## src/rtl/cavlc_pkg.sv

```systemverilog
`default_nettype none
// ============================================================================
// Module  : cavlc_pkg
// Purpose : Shared types and constants for the CAVLC scan controller slice.
//           Holds the controller state encoding, coefficient width, block
//           sizes and a helper that recognises trailing-one candidates.
// Ports   : none (package)
// Config  : CAVLC_CHROMA_DC_EN (used by cavlc_scan_ctrl) enables 4-entry
//           chroma-DC scans.
// Rev     : 1.0  initial release
// ============================================================================
package cavlc_pkg;

  localparam int COEFF_W = 8;
  localparam int BLK_N   = 16;
  localparam int CDC_N   = 4;

  typedef enum logic [1:0] {
    ST_IDLE = 2'd0,
    ST_CLR  = 2'd1,
    ST_SCAN = 2'd2,
    ST_DONE = 2'd3
  } scan_state_t;

  // True for +1 / -1 in two's complement, i.e. a trailing-one candidate.
  function automatic logic is_t1(input logic [COEFF_W-1:0] v);
    return (v == {{(COEFF_W-1){1'b0}}, 1'b1}) || (v == {COEFF_W{1'b1}});
  endfunction

endpackage
`default_nettype wire

```

## src/rtl/cavlc_scan_stats.sv

```systemverilog
`default_nettype none
// ============================================================================
// Module  : cavlc_scan_stats
// Purpose : Per-block statistics gathered while the controller scans a block
//           from its highest index down: trailing-ones count and stop flag,
//           nonzero coefficient count and zeros below the last nonzero.
// Ports   : clk, rst        clock, synchronous active-high reset
//           clr             synchronous clear of all counters
//           valid           coeff carries a scanned coefficient this cycle
//           coeff           scanned coefficient
//           started         a nonzero has been seen at or above this index
//           t1_cnt, t1_stop trailing-ones count / counting ended (sticky)
//           total_coeff     nonzero count, saturating at 16
//           total_zeros     zeros below the highest nonzero index
// Rev     : 1.0  initial release
// ============================================================================
module cavlc_scan_stats
  import cavlc_pkg::*;
(
  input  logic               clk,
  input  logic               rst,
  input  logic               clr,
  input  logic               valid,
  input  logic [COEFF_W-1:0] coeff,
  input  logic               started,
  output logic [1:0]         t1_cnt,
  output logic               t1_stop,
  output logic [4:0]         total_coeff,
  output logic [3:0]         total_zeros
);

  logic nonzero;
  assign nonzero = (coeff != '0);

  always_ff @(posedge clk) begin
    if (rst || clr) begin
      t1_cnt      <= 2'd0;
      t1_stop     <= 1'b0;
      total_coeff <= 5'd0;
      total_zeros <= 4'd0;
    end else if (valid) begin
      if (nonzero) begin
        if (total_coeff != 5'(BLK_N)) begin
          total_coeff <= total_coeff + 5'd1;
        end
        if (!t1_stop) begin
          if (is_t1(coeff)) begin
            t1_cnt <= t1_cnt + 2'd1;
            // The third trailing one closes the run.
            if (t1_cnt == 2'd2) begin
              t1_stop <= 1'b1;
            end
          end else begin
            t1_stop <= 1'b1;
          end
        end
      end else if (started && (total_zeros != 4'd15)) begin
        // A zero only counts once a higher-index nonzero has been seen.
        total_zeros <= total_zeros + 4'd1;
      end
    end
  end

endmodule
`default_nettype wire

```

## src/rtl/cavlc_scan_ctrl.sv

```systemverilog
`default_nettype none
// ============================================================================
// Module  : cavlc_scan_ctrl
// Purpose : Accepts a 4x4 block of zigzag-ordered coefficients, clears the
//           level-list datapath, scans coefficients from the highest index
//           down to 0 (one per cycle) and presents the CAVLC block summary
//           through a valid/ready handshake.
// Ports   : clk, rst                  clock, synchronous active-high reset
//           h264_reset                synchronous frame abort
//           blk_valid/blk_ready       block input handshake
//           blk_coeff[0:15]           signed coefficients, blk_is_cdc flag
//           cnt_rst_o                 one-cycle datapath clear
//           start_cnt_o, coeff_o      scan stream
//           t1_cnt_o, t1_stop_o       live trailing-ones state
//           sum_valid/sum_ready       summary handshake
//           total_coeff_o, total_zeros_o, trailing_ones_o  summary values
// Config  : CAVLC_CHROMA_DC_EN -- when defined, blk_is_cdc=1 selects a
//           4-entry scan (indices 3..0); otherwise blk_is_cdc is ignored.
// Rev     : 1.0  initial release
// ============================================================================
module cavlc_scan_ctrl
  import cavlc_pkg::*;
(
  input  logic                      clk,
  input  logic                      rst,
  input  logic                      h264_reset,
  input  logic                      blk_valid,
  output logic                      blk_ready,
  input  logic signed [COEFF_W-1:0] blk_coeff [0:BLK_N-1],
  input  logic                      blk_is_cdc,
  output logic                      cnt_rst_o,
  output logic                      start_cnt_o,
  output logic [COEFF_W-1:0]        coeff_o,
  output logic [1:0]                t1_cnt_o,
  output logic                      t1_stop_o,
  output logic                      sum_valid,
  input  logic                      sum_ready,
  output logic [4:0]                total_coeff_o,
  output logic [3:0]                total_zeros_o,
  output logic [1:0]                trailing_ones_o
);

  scan_state_t               state;
  logic [COEFF_W-1:0]        coeff_q [0:BLK_N-1];
  logic [3:0]                idx;
  logic                      seen_nz;
  logic [3:0]                first_idx;
  logic                      abort;
  logic                      accept;
  logic                      scanning;
  logic [COEFF_W-1:0]        cur;
  logic                      cur_nz;

  // Either reset wins over any handshake in the same cycle.
  assign abort  = rst | h264_reset;
  assign accept = blk_valid & blk_ready & ~abort;

`ifdef CAVLC_CHROMA_DC_EN
  assign first_idx = blk_is_cdc ? 4'(CDC_N - 1) : 4'(BLK_N - 1);
`else
  logic unused_cdc;
  assign unused_cdc = blk_is_cdc;
  assign first_idx  = 4'(BLK_N - 1);
`endif

  assign scanning = (state == ST_SCAN);
  assign cur      = coeff_q[idx];
  assign cur_nz   = (cur != '0);

  always_ff @(posedge clk) begin
    if (abort) begin
      state   <= ST_IDLE;
      idx     <= 4'd0;
      seen_nz <= 1'b0;
      for (int i = 0; i < BLK_N; i++) begin
        coeff_q[i] <= '0;
      end
    end else begin
      case (state)
        ST_IDLE: begin
          if (accept) begin
            for (int i = 0; i < BLK_N; i++) begin
              coeff_q[i] <= blk_coeff[i];
            end
            idx   <= first_idx;
            state <= ST_CLR;
          end
        end
        ST_CLR: begin
          seen_nz <= 1'b0;
          state   <= ST_SCAN;
        end
        ST_SCAN: begin
          if (cur_nz) begin
            seen_nz <= 1'b1;
          end
          if (idx == 4'd0) begin
            state <= ST_DONE;
          end else begin
            idx <= idx - 4'd1;
          end
        end
        ST_DONE: begin
          if (sum_ready) begin
            state <= ST_IDLE;
          end
        end
        default: state <= ST_IDLE;
      endcase
    end
  end

  assign blk_ready   = (state == ST_IDLE);
  assign cnt_rst_o   = (state == ST_CLR);
  assign sum_valid   = (state == ST_DONE);
  assign coeff_o     = scanning ? cur : '0;
  // Leading zeros are suppressed; the first nonzero opens the window.
  assign start_cnt_o = scanning & (seen_nz | cur_nz);

  cavlc_scan_stats u_stats (
    .clk         (clk),
    .rst         (rst),
    .clr         (h264_reset | cnt_rst_o),
    .valid       (scanning),
    .coeff       (cur),
    .started     (start_cnt_o),
    .t1_cnt      (t1_cnt_o),
    .t1_stop     (t1_stop_o),
    .total_coeff (total_coeff_o),
    .total_zeros (total_zeros_o)
  );

  assign trailing_ones_o = t1_cnt_o;

endmodule
`default_nettype wire
```

## config.mk

```make
export PLATFORM = sky130hd
export DESIGN_NAME = cavlc_scan_ctrl
export DESIGN_NICKNAME = d
export VERILOG_FILES = /design/src/rtl/cavlc_pkg.sv /design/src/rtl/cavlc_scan_stats.sv /design/src/rtl/cavlc_scan_ctrl.sv
export SDC_FILE = /design/constraint.sdc
export NUM_CORES = 1
export LEC_CHECK = 0
export ABC_AREA = 1
export BUFFER_PORTS_ARGS = -buffer_cell sky130_fd_sc_hd__buf_2
export CORE_UTILIZATION = 60
export CTS_CLUSTER_SIZE = 8
export DETAILED_ROUTE_END_ITERATION = 6
export HOLD_SLACK_MARGIN = 0.1
export PLACE_DENSITY = 0.86
export SETUP_SLACK_MARGIN = 0.3
export SLEW_MARGIN = 20
export SYNTH_ARGS = -nofsm -noshare
export SYNTH_HDL_FRONTEND = slang
export SYNTH_HIERARCHICAL = 1
export SYNTH_SLANG_ARGS = --single-unit
```

## constraint.sdc

```tcl
create_clock -name clk -period 14.2 [get_ports clk]
set_input_delay 2.84 -clock clk [delete_from_list [all_inputs] [get_ports clk]]
set_output_delay 2.84 -clock clk [all_outputs]
set_load 0.005 [all_outputs]
```

# After elaboration in Yosys (flattened, before gate mapping)
# Memory sizes are Yosys's and may differ from the RTL's. A register that Yosys moved wholly into a read port is not among the register bits.
# Index checks and enable logic that the tools add are counted.
op_classes:
  n_addsub: 4
  n_eq_ne: 13
  mux: 37
  bitwise: 25
  n_reduce_logical: 15
op_table:
  columns: ["operator", "count"]
  rows:
  - ["two-way mux 8 bit", 17]
  - ["bitwise OR 1 bit", 19]
  - ["two-way mux 4 bit", 4]
  - ["AND reduction 3 bit", 4]
  - ["two-way mux 1 bit", 10]
  - ["equality test 8 x 1 -> 1 bit, second input constant", 1]
  - ["equality test 8 bit, second input constant", 1]
  - ["inequality test 2 x 1 -> 1 bit, second input constant", 4]
  - ["case mux 2 bit (4 select lines)", 1]
  - ["case mux 4 bit (2 select lines)", 1]
  - ["nonzero test 8 bit", 1]
  - ["equality test 2 bit, second input constant", 3]
  - ["two-way mux 2 bit", 3]
  - ["adder 5 x 1 -> 5 bit, second input constant", 1]
  - ["inequality test 5 bit, second input constant", 1]
  - ["adder 4 x 1 -> 4 bit, second input constant", 1]
  - ["logical NOT 4 bit", 1]
  - ["inequality test 4 bit, second input constant", 1]
  - ["AND reduction 2 bit", 2]
  - ["AND reduction 4 bit", 1]
  - ["nonzero test 2 bit", 2]
  - ["subtractor 4 x 1 -> 4 bit, second input constant", 1]
  - ["bitwise AND 1 bit", 3]
  - ["inverter 1 bit", 3]
  - ["other kinds (7)", 8]
word_totals:
  reg_bits: 19
  ram_bits: 128
  input_bits: 134
  out_inout_bits: 26
  memories: 1
mem_list:
  columns: ["memory", "words", "width", "read_ports", "rd_clocked_by_memory_dff", "wr", "line_no", "text"]
  rows:
  - ["coeff_q", 16, 8, 1, 1, 16, "cavlc_scan_ctrl.sv:44", "logic [COEFF_W-1:0] coeff_q [0:BLK_N-1];"]

# Longest topological paths before layout
depth:
  depth_word: 8
  mapped_depth: 21

# Hierarchy
# The synthesis kept the hierarchy.
modules_own_cells:
  columns: ["module", "instances", "cells_each", "area_per_inst_um2", "seq_area_each_um2"]
  rows:
  - ["cavlc_scan_ctrl", 1, 794, 6934.2, 4063.9]
  - ["cavlc_scan_stats", 1, 124, 822.0, 240.2]

# Worst setup path before layout
# No wires, ideal clock.
synth_timing:
  path_type: "in2reg"
  startpoint: "in rst"
  endpoint: "mem coeff_q[0][0] (enable)"
  setup_ns: 0.491
  t_arrival_ns: 6.120
  path_slack_ns: 7.589
  cell_stages: 4
  path_buffers: 1
  path_cell_list: "nor2_2 -> nand3_2 -> clkbuf_1 -> nand2_1"
synth_lines:
  columns: ["item", "line_no", "text"]
  rows:
  - ["start: declaration", "cavlc_scan_ctrl.sv:25", "input logic rst,"]
  - ["end: declaration", "cavlc_scan_ctrl.sv:44", null]

==> results.ini <==
[outcome]
outcome = finished, final reports clean

[worst_setup_path]
cp_cell_sequence = inv_1, nand3_1, nand3_1, nand2_1, inv_1, nand2_1, nor2_1, nand2_1, nand2_1, inv_1, buf_2
regToRegSetupSlack_ns = 11.12
slowest_stage = dfxtp_1
crit_type = flip-flop to output port
crit_top_cell = nand2_1
cp_top_family = buffers and inverters
worstRegToRegCells = 6
cp-end-kind = output port
cp.required_ns = 11.36
cp_max_fo = 17
crit_path_start_kind = flip-flop
r2r_start = state[0]$_SDFFE_PP0P_
critPathBufInv = 4
critical-path-max-stage-delay_ns = 0.78
worst_ep_arrival_time_ns = 2.88
timing.rr.end = coeff_q[3][0]$_SDFFCE_PN0P_

[clock_tree]
cts_setup_buffers = 0
numCtsBuffers = 17
clk_latency_ns = 0.42
cts-resized-gates = 0
ctsHoldBuffers = 0
clk_pin_slew_worst_paths_ns = 0.06
htreeDepth = 4
cts.sinks = 151
cts_tree = built
clockRootBuffer = clkbuf_16
cts.path.max_buffers = 2

[logic_synthesis]
ys_ff_latch = 151
yosysWarnings = 6
synth_nets = 1062
synth_area_per_cell_um2 = 8.45
synthDistinctLibCells = 33
ys_seq_area_share_pct = 55.5
synth_area_um2 = 7760
syn_inst = 918

[global_routing]
grt_max_degree = 88
grt_pass1_vias = 5814
overflow = 0
gr-usage-all-layers_pct = 27.4
grt_pass1_wl_um = 27200
antenna_found_initial = 0

[route]
firstDrtPassIters = 5
drc = 0
wire_per_inst_um = 13.6
routed_wl_um = 17000
ant_nets = 0
drt_iter0_markers = 544
vias = 6158
avgViaCountPerCell = 4.95

[timing]
fin_crit_ns = 5.72
post-route-period-util_pct = 40.3
fin_setup_tns_ns = 0
relSlewSlack_pct = 29.8
drv_slew = 0
clock_skew_ns = 0.00333
setup_viol = 0
grt_setup_unrepaired = no
hold_viol = 0
fmax_ghz = 0.175
tightest_slew_ns = 1.05

[worst_hold_path]
min-delay-start = u_stats/t1_stop$_SDFFE_PP0P_
whs_path_depth = 2
hp-class = flip-flop to flip-flop
min_to = u_stats/t1_stop$_SDFFE_PP0P_

[die]
start_util_pct = 61.5
ioPinCount = 160
dieHeight_um = 116
die_w_um = 116
die_area_um2 = 13400
coreArea_um2 = 12600
std_cell_rows = 41

[cells_and_area]
nNetsFinal = 1203
drive_above_1_share_pct = 21.0
finalNonFillerCells = 1244
num_antenna_cells = 0
synthToLayoutAreaGrowth_pct = 17.2

[flow_run]
maxCapViolCount = 0

[placed_design]
dp.cells = 1212
gp_congestion = 0.848
port_buffers = 158
hpwl_um = 11100

[power_and_ir_drop]
p_leak_nw = 4.57
ir_worst_vdd_v = 0.0000888
p_per_area_nw_per_um2 = 119

==> synthesized netlist by cell type, drive strengths merged <==
master	instances	area, um2
dfxtp	23	460
nand4	6	37.5
inv	205	772
buf	26	205
or2	1	6.26
o21ai	37	185
edfxtp	128	3840
a31oi	3	18.8
ha	10	125
clkinv	1	3.75
nand3b	1	7.51
clkbuf	15	56.3
a21oi	15	86.3
a211oi	1	7.51
nand2	146	571
xor2	3	26.3
nor3	1	5.00
nor2	216	866
nand3	67	350
o211ai	13	123
==> worst max-delay path by stage <==
stage / slack, ns / start / end / depth (start not counted)
6_report: 8.48 / flip-flop / start_cnt_o / 11
5_1_grt: 8.17 / flip-flop / start_cnt_o / 14
4_1_cts: 8.49 / flip-flop / start_cnt_o / 11
3_5_place_dp: 8.46 / rst / coeff_q[10][7]$_SDFFCE_PP0P_ / 6
3_3_place_gp: 8.54 / rst / coeff_q[0][4]$_SDFFCE_PN0P_ / 6
2_1_floorplan: 7.59 / rst / coeff_q[0][0]$_SDFFCE_PN0P_ / 4
==> stage by stage <==
stage | setup WS, ns | instance area, um2 | util, % | hold slack (ns) | total power (W)
5_1_grt | 8.17 | 9090 | 72.1 | 0.510 | 0.00113
2_1_floorplan | 7.59 | 7760 | - | 0.450 | 0.000627
6_report | 8.48 | 9090 | 72.1 | 0.475 | 0.00108
3_3_place_gp | 8.54 | 8550 | 67.7 | 0.463 | 0.000664
3_5_place_dp | 8.46 | 8550 | 67.7 | 0.466 | 0.000669
4_1_cts | 8.49 | 9090 | 72.1 | 0.476 | 0.00109
==> final cells by class <==
class / count / area (um2)
Clock buffer: 20 / 437
Clock inverter: 12 / 110
Fill cell: 986 / 3530
Inverter: 206 / 776
Multi-Input combinational cell: 520 / 2420
Sequential cell: 151 / 4310
Tap cell: 172 / 215
Timing Repair Buffer: 163 / 828
==> layout by cell type, fill, tap and decap left out, drive strengths merged, types with 3 or more instances in the layout <==
cell	netlist	routed
nand3	67	67
clkbuf	15	20
buf	26	163
clkinv	1	9
o21ai	37	37
a21oi	15	15
nor2	216	216
a31oi	3	3
dfxtp	23	23
edfxtp	128	128
ha	10	10
inv	205	205
nand2	146	146
o211ai	13	13
xor2	3	3
nand4	6	6
==> flip-flops by register name (all words and copies together) (netlist names), named ones only <==
register             cells
u_stats/total_coeff      5
idx                      4
state                    2
coeff_q                128
u_stats/t1_stop          1
u_stats/t1_cnt           2
u_stats/total_zeros      4
seen_nz                  1
==> report_power, final <==
part	internal (W)	switching, W	leakage (nW)
combinational	0.0000482	0.0000923	2.69
clock	0.000254	0.000167	0.264
sequential	0.000512	0.00000975	1.61
==> metal layers <==
layer	track usage, %	share of wire [%]
met1	34.6	42
met2	45.4	48
met3	6.33	7.2
met4	12.0	2.9
met5	0	0
==> worst reg2reg max path, delay by kind of cell (launching register included) <==
family | cells | cell delay [ns]
flip-flops | 1 | 0.33
AND/OR/NAND/NOR | 2 | 0.64
adder cells (fa/ha/maj) | 1 | 0.27
buffers and inverters | 3 | 1.44
==> logic make-up after synthesis <==
family,synth area share [%]
and+or+nand+nor,23.8
AOI/OAI and AO/OA,5.42
DFF,55.5
buffers and inverters,13.4
adders and majority gates,1.61
xor gates and xnor gates,0.339
No activity file was read; power rests on OpenSTA's default activity.
